--- src/rtl/counter_pkg.sv ---
// Shared constants and helpers for the counter family.
package counter_pkg;

  localparam int MAX_WIDTH = 16;

  // Returns a MAX_WIDTH vector with the low w bits set.
  function automatic logic [MAX_WIDTH-1:0] all_ones(input int w);
    logic [MAX_WIDTH-1:0] r;
    r = '0;
    for (int i = 0; i < MAX_WIDTH; i++) begin
      if (i < w) r[i] = 1'b1;
    end
    return r;
  endfunction

endpackage

--- src/rtl/tff_cell.sv ---
// One counter bit: toggles on t, loads set_val on ld, falling-edge clocked.
module tff_cell #(
  parameter logic RST_VAL = 1'b0
) (
  input  logic clk,
  input  logic rst,
  input  logic t,
  input  logic set_val,
  input  logic ld,
  output logic q
);

  logic q_q, q_d;

  always_comb begin
    q_d = q_q;
    if (ld)     q_d = set_val;
    else if (t) q_d = ~q_q;
  end

  always_ff @(negedge clk or negedge rst) begin
    if (!rst) q_q <= RST_VAL;
    else      q_q <= q_d;
  end

  assign q = q_q;

endmodule

--- src/rtl/up_counter.sv ---
// Loadable up counter built from toggle cells; registered tc and wrap flags.
// Define UP_COUNTER_SAT_EN to saturate at all-ones instead of wrapping.
module up_counter
  import counter_pkg::*;
#(
  parameter int          WIDTH = 3,
  parameter int unsigned INIT  = 0
) (
  input  logic             clk,
  input  logic             rst,
  input  logic             en,
  input  logic             ld,
  input  logic [WIDTH-1:0] d,
  output logic [WIDTH-1:0] q,
  output logic             tc,
  output logic             wrap
);

  localparam logic [MAX_WIDTH-1:0] ONES_FULL = all_ones(WIDTH);
  localparam logic [WIDTH-1:0]     ONES      = ONES_FULL[WIDTH-1:0];
  localparam logic [WIDTH-1:0]     PRE_MAX   = {ONES[WIDTH-1:1], 1'b0};
  localparam logic [31:0]          INIT_FULL = INIT;
  localparam logic [WIDTH-1:0]     INIT_V    = INIT_FULL[WIDTH-1:0];

  logic             at_max, inc;
  logic [WIDTH-1:0] t;
  logic             tc_q, tc_d, wrap_q, wrap_d;

  assign at_max = (q == ONES);

`ifdef UP_COUNTER_SAT_EN
  assign inc    = en & ~at_max;
  assign wrap_d = 1'b0;
`else
  assign inc    = en;
  assign wrap_d = ~ld & en & at_max;
`endif

  // Ripple toggle enables: bit i flips when all lower bits are one.
  genvar i;
  generate
    for (i = 0; i < WIDTH; i++) begin : g_bit
      if (i == 0) begin : g_lsb
        assign t[i] = inc;
      end else begin : g_up
        assign t[i] = t[i-1] & q[i-1];
      end
      tff_cell #(.RST_VAL(INIT_V[i])) u_cell (
        .clk     (clk),
        .rst     (rst),
        .t       (t[i]),
        .set_val (d[i]),
        .ld      (ld),
        .q       (q[i])
      );
    end
  endgenerate

  // tc predicted from the same next-state priority the cells use.
  always_comb begin
    tc_d = at_max;
    if (ld)       tc_d = (d == ONES);
    else if (inc) tc_d = (q == PRE_MAX);
  end

  always_ff @(negedge clk or negedge rst) begin
    if (!rst) begin
      tc_q   <= (INIT_V == ONES);
      wrap_q <= 1'b0;
    end else begin
      tc_q   <= tc_d;
      wrap_q <= wrap_d;
    end
  end

  assign tc   = tc_q;
  assign wrap = wrap_q;

endmodule

--- config.mk ---
export PLATFORM = sky130hd
export DESIGN_NAME = up_counter
export DESIGN_NICKNAME = d
export VERILOG_FILES = /design/src/rtl/counter_pkg.sv /design/src/rtl/tff_cell.sv /design/src/rtl/up_counter.sv
export SDC_FILE = /design/constraint.sdc
export NUM_CORES = 1
export LEC_CHECK = 0
export ABC_AREA = 1
export BUFFER_PORTS_ARGS = -buffer_cell sky130_fd_sc_hd__buf_2
export CORE_AREA = 2 2 39 41
export CTS_CLUSTER_SIZE = 20
export DETAILED_ROUTE_END_ITERATION = 6
export DIE_AREA = 0 0 41 43
export PLACE_DENSITY = 0.41
export SYNTH_ARGS = -nofsm -noshare
export SYNTH_HDL_FRONTEND = slang
export SYNTH_SLANG_ARGS = --single-unit
--- constraint.sdc ---
create_clock -name clk -period 1.4 [get_ports clk]
set_input_delay 0.35 -clock clk [delete_from_list [all_inputs] [get_ports clk]]
set_output_delay 0.35 -clock clk [all_outputs]
set_load 0.02 [all_outputs]
Word level (Yosys, flattened, before mapping)
Index checks and enable logic that the tools add are counted.
{"block": "totals", "register_bits": 5, "in_bits": 7, "out_inout_bits": 5, "wordCells": 27}
{"block": "classes", "n_eq_ne": 3, "muxes": 8, "bitwise": 8, "n_reduce_logical": 3}
{"cell": "$eq A3 B3 Y1 const B", "n": 3}
{"cell": "$mux W1", "n": 8}
{"cell": "$reduce_bool A2 Y1", "n": 3}
{"cell": "$and A1 B1 Y1", "n": 4}
{"cell": "$not A1 Y1", "n": 4}

Longest topological paths before layout
Gate-level depths: netlist of the first run.
{"block": "logic_depth", "ltp_word": 4, "mapped_depth": 5, "ltp_nobuf": 4}

By module
A second synthesis of the first run with hierarchy kept.
{"block": "unflattened", "hier_cells": 43, "area_unflattened_um2": 287.8}
{"mod": "tff_cell", "n_inst": 3, "cells_each": 9, "area_per_inst_um2": 57.6, "seq_area_each_um2": 25.0}
{"mod": "up_counter", "n_inst": 1, "cells_each": 16, "area_per_inst_um2": 115.1, "seq_area_each_um2": 50.0}

==> impl_metrics.py, run 1 <==
metrics = {
    "worst_setup_path": {
        "launching_element_type_of_the_critical_path": "flip-flop",
        "critical_path_data_required_time_ns": 1.05,
        "cp_cell_sequence": "buf_6",
        "crit_slowest_cell": "dfrtn_1",
        "crit_arrival_ns": 1.49,
        "endpoint_kind": "output pin",
        "rrSetupSlack_ns": 0.15,
        "worstPathMaxFanout": 2,
        "timing_worst_setup_path_type": "flip-flop to output pin",
        "cp_num_buf_inv": 1,
        "reg2reg_depth": 6,
        "critPathTopFamily": "flip-flops",
        "worst_r2r_startpoint": "g_bit[0].u_cell.q$_DFFE_NN0P_",
        "critical-path-max-stage-delay_ns": 0.42,
        "critical_path.reg2reg.endpoint": "tc$_DFF_NN0_",
    },
    "yosys": {
        "ys_seq_area_share_pct": 46.9,
        "synthXorXnorAreaFrac_pct": 0,
        "compound_cell_area_share_of_the_yosys_netlist_pct": 5.16,
        "netlist_instances": 34,
        "synth_adder_area_share_pct": 0,
        "synth_fp_nets": 41,
        "ys_types": 11,
        "main_combinational_cell_family_by_area_after_synthesis": "simple AND/OR/NAND/NOR gates",
        "synthesis.area_per_instance_um2": 7.84,
        "synth_mux_area_share_pct": 0,
        "yosys_register_bits": 5,
        "synth-simple-area-share_pct": 32.4,
        "post_synth_instance_area_um2": 267,
        "ys_warn_count": 0,
    },
    "sta": {
        "clock_skew_ns": 0.0000233,
        "whs_ns": 0.491,
        "timing.final.max_slew_violations": 0,
        "postLayoutSetupSlackWorst_ns": -0.441,
        "worst_relative_slew_slack_pct": 89.1,
        "setup_viol": 5,
        "timing.final.hold_violations": 0,
        "grt_setup_unrepaired": "true",
        "tightest_slew_ns": 0.162,
    },
    "placed_design": {
        "dp_hpwl_um": 441,
        "place.detailed.instances": 61,
        "gp_routability_congestion": 0.722,
        "numPortBuffers": 11,
        "dpl_worst_slack_ns": -0.269,
    },
    "clock_network": {
        "clock_tree.buffer_depth": 2,
        "ctsHoldBuffers": 0,
        "clk_latency_ns": 0.25,
        "cts_inserted_buffers": 3,
        "clock_sink_count": 5,
        "tritoncts": "built",
        "cts_root_buf": "clkbuf_4",
        "h-tree-depth": 1,
        "clk_pin_slew_worst_paths_ns": 0.03,
    },
    "global_routing": {
        "grt_max_degree": 9,
        "total_global_routing_track_utilization_pct": 8.25,
        "grt_first_pass_wirelength_um": 917,
        "number_of_antenna_violations_at_the_first_check_in_global_routing": 0,
        "first_global_vias": 232,
        "grt_remaining_overflow": 0,
    },
    "detailed_routing": {
        "detailedRoute.firstPassIterationCount": 4,
        "finalWirelength_um": 564,
        "drt-vias-per-instance": 3.69,
        "routed_wire_length_per_instance_um": 8.06,
        "drt_iter0_drc": 3,
        "drc": 0,
        "routed-via-count": 258,
        "postRouteAntennaNets": 0,
    },
    "final_layout": {
        "layout_cells_sized_above_1_pct": 48.1,
        "inserted_diodes": 0,
        "finish.cell_count_without_fillers": 70,
        "layout.nets": 62,
        "syn_to_final_growth_pct": 69.0,
        "final_util_pct": 32.5,
    },
    "floorplanning": {
        "dieHeight_um": 43,
        "dieArea_um2": 1760,
        "starting_density_of_the_core_pct": 19.3,
        "num_io_pins": 12,
        "core.rowCount": 14,
        "core_area_um2": 1380,
        "die_w_um": 41,
    },
    "flow_run": {
        "cap_viol_max_count": 0,
    },
    "power_and_ir_drop": {
        "fin_total_pwr_mw": 0.478,
        "ir_drop_mv": 0.232,
        "p_leak_nw": 0.252,
        "pwr_density_cell_nw_per_um2": 1060,
    },
    "run_status": {
        "outcome": "finished with violations",
        "violations_in_the_final_reports": "negative setup slack",
    },
    "min_path": {
        "hp-class": "input port to asynchronous set/reset pin",
    },
}
-- repair_timing --
| item | in CTS | in global routing |
|---|---|---|
| endpoints found under the setup margin | 6 | 6 |
| cloned | 0 | 0 |
| pin swaps | 2 | 1 |
| gates resized for setup | 11 | 0 |
| setup buffers | 3 | 2 |
-- power breakdown --
part | total, mW | switching [mW] | internal, mW | leakage [nW]
registers | 0.168 | 0.00793 | 0.160 | 0.0634
clock network | 0.161 | 0.0535 | 0.107 | 0.0150
logic | 0.149 | 0.0668 | 0.0822 | 0.173
-- worst reg2reg max path: cells and delay by family, from the launching register on --
family,cells,cell delay (ns)
buffers and inverters,3,0.39
AND/OR/NAND/NOR,3,0.36
flip-flops,1,0.35
-- layout by cell type, fill, tap and decap left out --
cell type and n:
a21oi_2 1, buf_2 5, buf_4 9, buf_6 6, clkbuf_1 1, clkbuf_4 3, dfrtn_1 5, inv_1 2
inv_4 1, nand2_1 13, nand3_1 3, nand3_2 1, nand4_1 1, nor3_1 1, o21ai_1 1, or2_1 1
-- layout make-up --
class                           count  area, um^2
Clock buffer                        4        26.3
Fill cell                         142         933
Inverter                            3        13.8
Multi-Input combinational cell     22         105
Sequential cell                     5         125
Tap cell                           16        20.0
Timing Repair Buffer               20         160
-- sequential cells by signal (all words and copies together), names as in the netlist --
register	cells
g_bit.u_cell.q	3
tc	1
wrap	1
-- synthesized netlist by cell type (all sizes together) --
master | instances | area [um^2]
a21oi | 1 | 8.76
dfrtn | 5 | 125
inv | 3 | 11.3
nor3 | 1 | 5.00
nand4 | 1 | 6.26
buf | 4 | 30.0
or2 | 1 | 6.26
o21ai | 1 | 5.00
nand2 | 13 | 48.8
nand3 | 4 | 20.0
-- layer usage --
| layer | wire, um | track usage [%] |
|---|---|---|
| met4 | 0 | 12.0 |
| met1 | 269 | 11.0 |
| met2 | 249 | 9.38 |
| met5 | 0 | 0 |
| met3 | 46 | 0 |
-- metrics by stage --
stage          instance area (um^2)  setup TNS (ns)
2_1_floorplan                   293           -1.26
3_3_place_gp                    349           -1.96
3_5_place_dp                    349           -1.98
4_1_cts                         435           -2.18
5_1_grt                         450           -2.26
6_report                        450           -2.12
-- worst max-delay path by stage --
stage	from	to	slack, ns	cells after the start
after floorplan	g_bit[0].u_cell.q$_DFFE_NN0P_	q[0]	-0.24	1
after global placement	en	tc$_DFF_NN0_	-0.27	4
after detailed placement	en	tc$_DFF_NN0_	-0.27	4
after CTS	g_bit[0].u_cell.q$_DFFE_NN0P_	q[0]	-0.45	1
after global routing	g_bit[0].u_cell.q$_DFFE_NN0P_	q[0]	-0.47	1
final	g_bit[0].u_cell.q$_DFFE_NN0P_	q[0]	-0.44	1
-- cell families after synthesis --
group,Yosys count
AND/OR/NAND/NOR,20
flip-flops,5
AO/OA/AOI/OAI,2
buffers and inverters,7
Note: power is estimated with default switching activity, not from simulation.
==> run 2: changes to the inputs <==
--- a/config.mk
+++ b/config.mk
@@ -12,6 +12,7 @@
 export DETAILED_ROUTE_END_ITERATION = 6
 export DIE_AREA = 0 0 41 43
 export PLACE_DENSITY = 0.41
+export SLEW_MARGIN = 20
 export SYNTH_ARGS = -nofsm -noshare
 export SYNTH_HDL_FRONTEND = slang
 export SYNTH_SLANG_ARGS = --single-unit
==> constraint.sdc (replaced) <==
create_clock -name clk -period 1.75 [get_ports clk]
set_input_delay 0.4375 -clock clk [delete_from_list [all_inputs] [get_ports clk]]
set_output_delay 0.4375 -clock clk [all_outputs]
set_load 0.02 [all_outputs]
==> run 2 against run 1 <==
  * The flow still finishes with violations (negative setup slack)
  * Sequential share of layout area increased by 3.4 points
  * Utilization decreased by 3.5 points
  * Flip-flop and latch count unchanged
  * Die area unchanged
  * Global-route usage decreased by 0.71 points
  * Via count decreased by 1.9%
  * Register-to-register slack improved by 0.57 ns
  * Clock power decreased by 20%
  * Wire length decreased by 12%
  * Clock-buffer cell count unchanged
  * Sequential power decreased by 20%
  * Clock skew increased by 0.00069 ns
  * Largest cell class is now flip-flops and latches
  * Largest power group unchanged
  * Highest routed layer unchanged
==> impl_metrics.py, run 2 (synthesis gave the netlist of run 1 again) <==
metrics = {
    "power_and_ir_drop": {
        "ir_drop_mv": 0.208,
        "fin_total_pwr_mw": 0.360,
        "pwr_density_cell_nw_per_um2": 896,
        "p_leak_nw": 0.223,
    },
    "clock_network": {
        "cts_inserted_buffers": 3,
        "ctsHoldBuffers": 0,
        "clock_tree.buffer_depth": 2,
        "tritoncts": "built",
        "clock_sink_count": 5,
        "cts_root_buf": "clkbuf_4",
        "clk_latency_ns": 0.25,
        "h-tree-depth": 1,
        "clk_pin_slew_worst_paths_ns": 0.03,
    },
    "placed_design": {
        "gp_routability_congestion": 0.716,
        "numPortBuffers": 11,
        "dpl_worst_slack_ns": -0.202,
        "dp_hpwl_um": 422,
    },
    "final_layout": {
        "num-fill-cells": 154,
        "most_common_cell_after_layout_fill_and_taps_aside": "nand2_1",
        "layout.cells.most_common_list": "13 x nand2_1, 6 x buf_2, 5 x dfrtn_1, 5 x buf_6",
        "layout_cells_sized_above_1_pct": 40.8,
        "max_ffs_per_register": 3,
        "layout.nets": 57,
        "syn_to_final_growth_pct": 50.7,
        "inserted_diodes": 0,
        "register_area_um2": 125,
        "multi_input_comb_area_um2": 100,
    },
    "floorplanning": {
        "core_area_um2": 1380,
        "core.rowCount": 14,
        "starting_density_of_the_core_pct": 19.3,
        "num_io_pins": 12,
        "die_w_um": 41,
        "dieArea_um2": 1760,
        "dieHeight_um": 43,
    },
    "detailed_routing": {
        "drt_iter0_drc": 5,
        "finalWirelength_um": 495,
        "routed-via-count": 253,
        "postRouteAntennaNets": 0,
        "detailedRoute.firstPassIterationCount": 2,
        "drc": 0,
        "routed_wire_length_per_instance_um": 7.62,
        "drt-vias-per-instance": 3.89,
    },
    "worst_setup_path": {
        "critPathTopFamily": "flip-flops",
        "crit_arrival_ns": 1.67,
        "critical-path-max-stage-delay_ns": 0.42,
        "endpoint_kind": "output pin",
        "cp_cell_sequence": "buf_6",
        "timing_worst_setup_path_type": "flip-flop to output pin",
        "critical_path_data_required_time_ns": 1.31,
        "worstPathMaxFanout": 2,
        "launching_element_type_of_the_critical_path": "flip-flop",
        "cp_num_buf_inv": 1,
        "crit_slowest_cell": "dfrtn_1",
    },
    "run_status": {
        "violations_in_the_final_reports": "negative setup slack",
        "outcome": "finished with violations",
    },
    "global_routing": {
        "total_global_routing_track_utilization_pct": 7.54,
        "grt_max_degree": 9,
        "first_global_vias": 247,
        "number_of_antenna_violations_at_the_first_check_in_global_routing": 0,
        "grt_remaining_overflow": 0,
        "grt_first_pass_wirelength_um": 869,
    },
    "sta": {
        "setup_viol": 5,
        "grt_setup_unrepaired": "true",
        "clock_skew_ns": 0.000709,
        "tightest_slew_ns": 0.168,
        "worst_relative_slew_slack_pct": 88.8,
        "timing.final.max_slew_violations": 0,
        "timing.final.hold_violations": 0,
        "postLayoutSetupSlackWorst_ns": -0.357,
    },
    "flow_run": {
        "cap_viol_max_count": 0,
    },
    "min_path": {
        "hp-class": "flip-flop to flip-flop",
    },
}
run 2: cell count changes in the layout (fill, tap and decap cells not counted):
cell     change
buf_2        +1
nand3_1      +1
nand3_2      -1
buf_4        -5
buf_6        -1
run 2: layout make-up:
cell class | count | share of cell area (%)
sequential | 5 | 31.2
timing repair buffer | 15 | 29.0
multi-input combinational | 22 | 24.9
clock buffer | 4 | 6.54
tap | 16 | 4.98
inverter | 3 | 3.43
run 2: per-layer routing:
| metal | global-route usage [%] | up-vias | wire (um) |
|---|---|---|---|
| met2 | 9.69 | 9 | 227 |
| met4 | 8.00 | 0 | 0 |
| met3 | 1.57 | 0 | 38 |
| li1 | - | 133 | - |
| met1 | 9.35 | 111 | 229 |
| met5 | 0 | - | 0 |
run 2: timing repair:
action | CTS | global route
endpoints found under the hold margin | 0 | 0
cloned | 0 | 0
gates resized for setup | 9 | 1
buffers inserted | 0 | 1
setup endpoints to repair | 5 | 5
run 2: final timing paths:
path	startpoint	end	slack, ns	depth (start not counted)
min in group asynchronous	rst	g_bit[1].u_cell.q$_DFFE_NN0P_	0.76	1
worst min register to register	g_bit[1].u_cell.q$_DFFE_NN0P_	g_bit[2].u_cell.q$_DFFE_NN0P_	0.65	4
worst min-delay path	g_bit[1].u_cell.q$_DFFE_NN0P_	g_bit[2].u_cell.q$_DFFE_NN0P_	0.65	4
max in group asynchronous	rst	wrap$_DFF_NN0_	0.84	1
worst max-delay path	g_bit[0].u_cell.q$_DFFE_NN0P_	q[0]	-0.36	1
worst max register to register	g_bit[0].u_cell.q$_DFFE_NN0P_	tc$_DFF_NN0_	0.72	4
run 2: report_power, final:
group	switching (mW)	internal (mW)	leakage (nW)
registers	0.00649	0.128	0.0634
logic	0.0479	0.0499	0.145
clock network	0.0417	0.0858	0.0150
total	0.0961	0.264	0.223
run 2: stage by stage:
stage,util [%],instances,hold WS (ns),setup TNS [ns],cell area [um^2]
global placement,24.3,60,0.573,-1.08,337
global route,29.0,65,0.709,-1.81,402
CTS,28.2,64,0.608,-1.73,390
floorplan,-,34,0.487,-0.524,288
detailed placement,24.3,60,0.573,-1.13,337
finish,29.0,65,0.649,-1.67,402
==> run 3: changes to the inputs <==
--- a/config.mk
+++ b/config.mk
@@ -12,6 +12,7 @@
 export DETAILED_ROUTE_END_ITERATION = 6
 export DIE_AREA = 0 0 41 43
 export PLACE_DENSITY = 0.41
+export SETUP_SLACK_MARGIN = 0.3
 export SLEW_MARGIN = 20
 export SYNTH_ARGS = -nofsm -noshare
 export SYNTH_HDL_FRONTEND = slang
==> run 3 against run 2 <==
  * The run still ends with negative setup slack left
  * Clock skew is 0.00068 ns lower
  * First-iteration DRC count is 100% lower
  * Critical path depth stayed put
  * Flip-flop and latch count stayed put
  * Worst hold slack worse by 0.041 ns
  * Combinational power is 42% higher
  * Clock-buffer cell count stayed put
  * Clock power hardly changed
  * Global-route usage is 1.1 points higher
  * Wire length is 34% higher
  * Register-to-register slack worse by 0.13 ns
  * Largest power group is now combinational cells
==> impl_metrics.py, run 3 (synthesis gave the netlist of run 1 again) <==
metrics = {
    "run_status": {
        "outcome": "finished with violations",
        "violations_in_the_final_reports": "negative setup slack",
    },
    "floorplanning": {
        "core.rowCount": 14,
        "num_io_pins": 12,
        "dieArea_um2": 1760,
        "dieHeight_um": 43,
        "starting_density_of_the_core_pct": 19.3,
        "die_w_um": 41,
        "core_area_um2": 1380,
    },
    "power_and_ir_drop": {
        "p_leak_nw": 0.276,
        "swShare_pct": 28.3,
        "pwr_density_cell_nw_per_um2": 756,
        "ir_drop_mv": 0.208,
        "internal-power_mw": 0.287,
        "netSwitchingPower_mw": 0.113,
        "logic_pwr_share_pct": 34.7,
        "flop_pwr_share_pct": 33.6,
        "power.clock.fraction_pct": 31.7,
    },
    "detailed_routing": {
        "drt-vias-per-instance": 3.77,
        "drc": 0,
        "finalWirelength_um": 664,
        "routed_wire_length_per_instance_um": 9.49,
        "drt_iter0_drc": 0,
        "routed-via-count": 264,
        "postRouteAntennaNets": 0,
        "detailedRoute.firstPassIterationCount": 1,
    },
    "final_layout": {
        "layout.cells.most_common_list": "8 x nand2_1, 8 x buf_6, 7 x buf_4, 5 x dfrtn_1",
        "num-fill-cells": 139,
        "inserted_diodes": 0,
        "layout.nets": 62,
        "syn_to_final_growth_pct": 98.6,
        "max_ffs_per_register": 3,
        "layout_cells_sized_above_1_pct": 63.0,
    },
    "worst_setup_path": {
        "worstPathMaxFanout": 2,
        "critPathTopFamily": "flip-flops",
        "critical-path-max-stage-delay_ns": 0.42,
        "launching_element_type_of_the_critical_path": "flip-flop",
        "timing_worst_setup_path_type": "flip-flop to output pin",
        "crit_arrival_ns": 1.66,
        "cp_cell_sequence": "buf_6",
        "critical_path_data_required_time_ns": 1.31,
        "endpoint_kind": "output pin",
        "crit_slowest_cell": "dfrtn_1",
        "cp_num_buf_inv": 1,
    },
    "min_path": {
        "hp-class": "flip-flop to flip-flop",
    },
    "global_routing": {
        "grt_first_pass_wirelength_um": 917,
        "grt_remaining_overflow": 0,
        "total_global_routing_track_utilization_pct": 8.65,
        "first_global_vias": 249,
        "grt_max_degree": 9,
        "number_of_antenna_violations_at_the_first_check_in_global_routing": 0,
    },
    "clock_network": {
        "clk_latency_ns": 0.25,
        "cts_inserted_buffers": 3,
        "clock_tree.buffer_depth": 2,
        "clock_sink_count": 5,
        "cts_root_buf": "clkbuf_4",
        "tritoncts": "built",
        "clk_pin_slew_worst_paths_ns": 0.03,
        "ctsHoldBuffers": 0,
        "h-tree-depth": 1,
    },
    "sta": {
        "grt_setup_unrepaired": "true",
        "postLayoutSetupSlackWorst_ns": -0.350,
        "worst_relative_slew_slack_pct": 92.7,
        "timing.final.max_slew_violations": 0,
        "setup_viol": 5,
        "setup_tns_ns": -1.67,
        "tightest_slew_ns": 0.109,
        "whs_ns": 0.608,
        "clock_skew_ns": 0.0000316,
        "timing.final.hold_violations": 0,
    },
    "placed_design": {
        "gp_routability_congestion": 0.712,
        "dpl_worst_slack_ns": -0.182,
        "numPortBuffers": 11,
    },
    "flow_run": {
        "cap_viol_max_count": 0,
    },
}
==> run 3: cell count changes in the layout (fill, tap and decap cells not counted), sizes merged <==
cell / before / now
buf: 15 / 20
==> run 3: worst paths after layout <==
check,slack (ns),depth (start not counted),to,from
worst max-delay path,-0.35,1,q[0],g_bit[0].u_cell.q$_DFFE_NN0P_
worst min-delay path,0.61,4,g_bit[2].u_cell.q$_DFFE_NN0P_,g_bit[2].u_cell.q$_DFFE_NN0P_
worst max register to register,0.59,5,tc$_DFF_NN0_,g_bit[0].u_cell.q$_DFFE_NN0P_
worst min register to register,0.61,4,g_bit[2].u_cell.q$_DFFE_NN0P_,g_bit[2].u_cell.q$_DFFE_NN0P_
max in group asynchronous,0.84,1,g_bit[2].u_cell.q$_DFFE_NN0P_,rst
min in group asynchronous,0.76,1,tc$_DFF_NN0_,rst
==> run 3: layout make-up <==
| cell class | count | area [um^2] | share of cell area [%] |
|---|---|---|---|
| timing repair buffer | 20 | 193 | 36.4 |
| multi-input combinational | 22 | 149 | 28.1 |
| sequential | 5 | 125 | 23.6 |
| clock buffer | 4 | 26.3 | 4.96 |
| tap | 16 | 20.0 | 3.78 |
| inverter | 3 | 16.3 | 3.07 |
==> run 3: layer usage <==
layer / wire, um / GRT usage, % / vias to the layer above
met5: 0 / 0 / -
met4: 0 / 12.0 / 0
met3: 48 / 0 / 0
met2: 344 / 11.9 / 11
met1: 271 / 9.71 / 110
li1: - / - / 143
==> run 3: timing repair <==
action	CTS	global route
setup endpoints to repair	10	10
gates resized for setup	24	6
setup buffers	2	1
pin swaps	6	6
==> run 3: power groups by stage <==
stage | Sequential (mW) | Clock [mW] | Combinational, mW
final | 0.134 | 0.127 | 0.139
after detailed placement | 0.134 | 0 | 0.0912
after global routing | 0.135 | 0.144 | 0.150
after CTS | 0.135 | 0.136 | 0.129
after global placement | 0.133 | 0 | 0.0921
after floorplan | 0.142 | 0 | 0.0598
==> run 3: metrics by stage <==
| step | cell area, um^2 | power [mW] | std cells | utilization [%] |
|---|---|---|---|---|
| after floorplan | 298 | 0.202 | 34 | - |
| after global placement | 369 | 0.225 | 63 | 26.7 |
| after detailed placement | 369 | 0.225 | 63 | 26.7 |
| after CTS | 502 | 0.399 | 69 | 36.3 |
| after global routing | 529 | 0.429 | 70 | 38.2 |
| final | 529 | 0.400 | 70 | 38.2 |
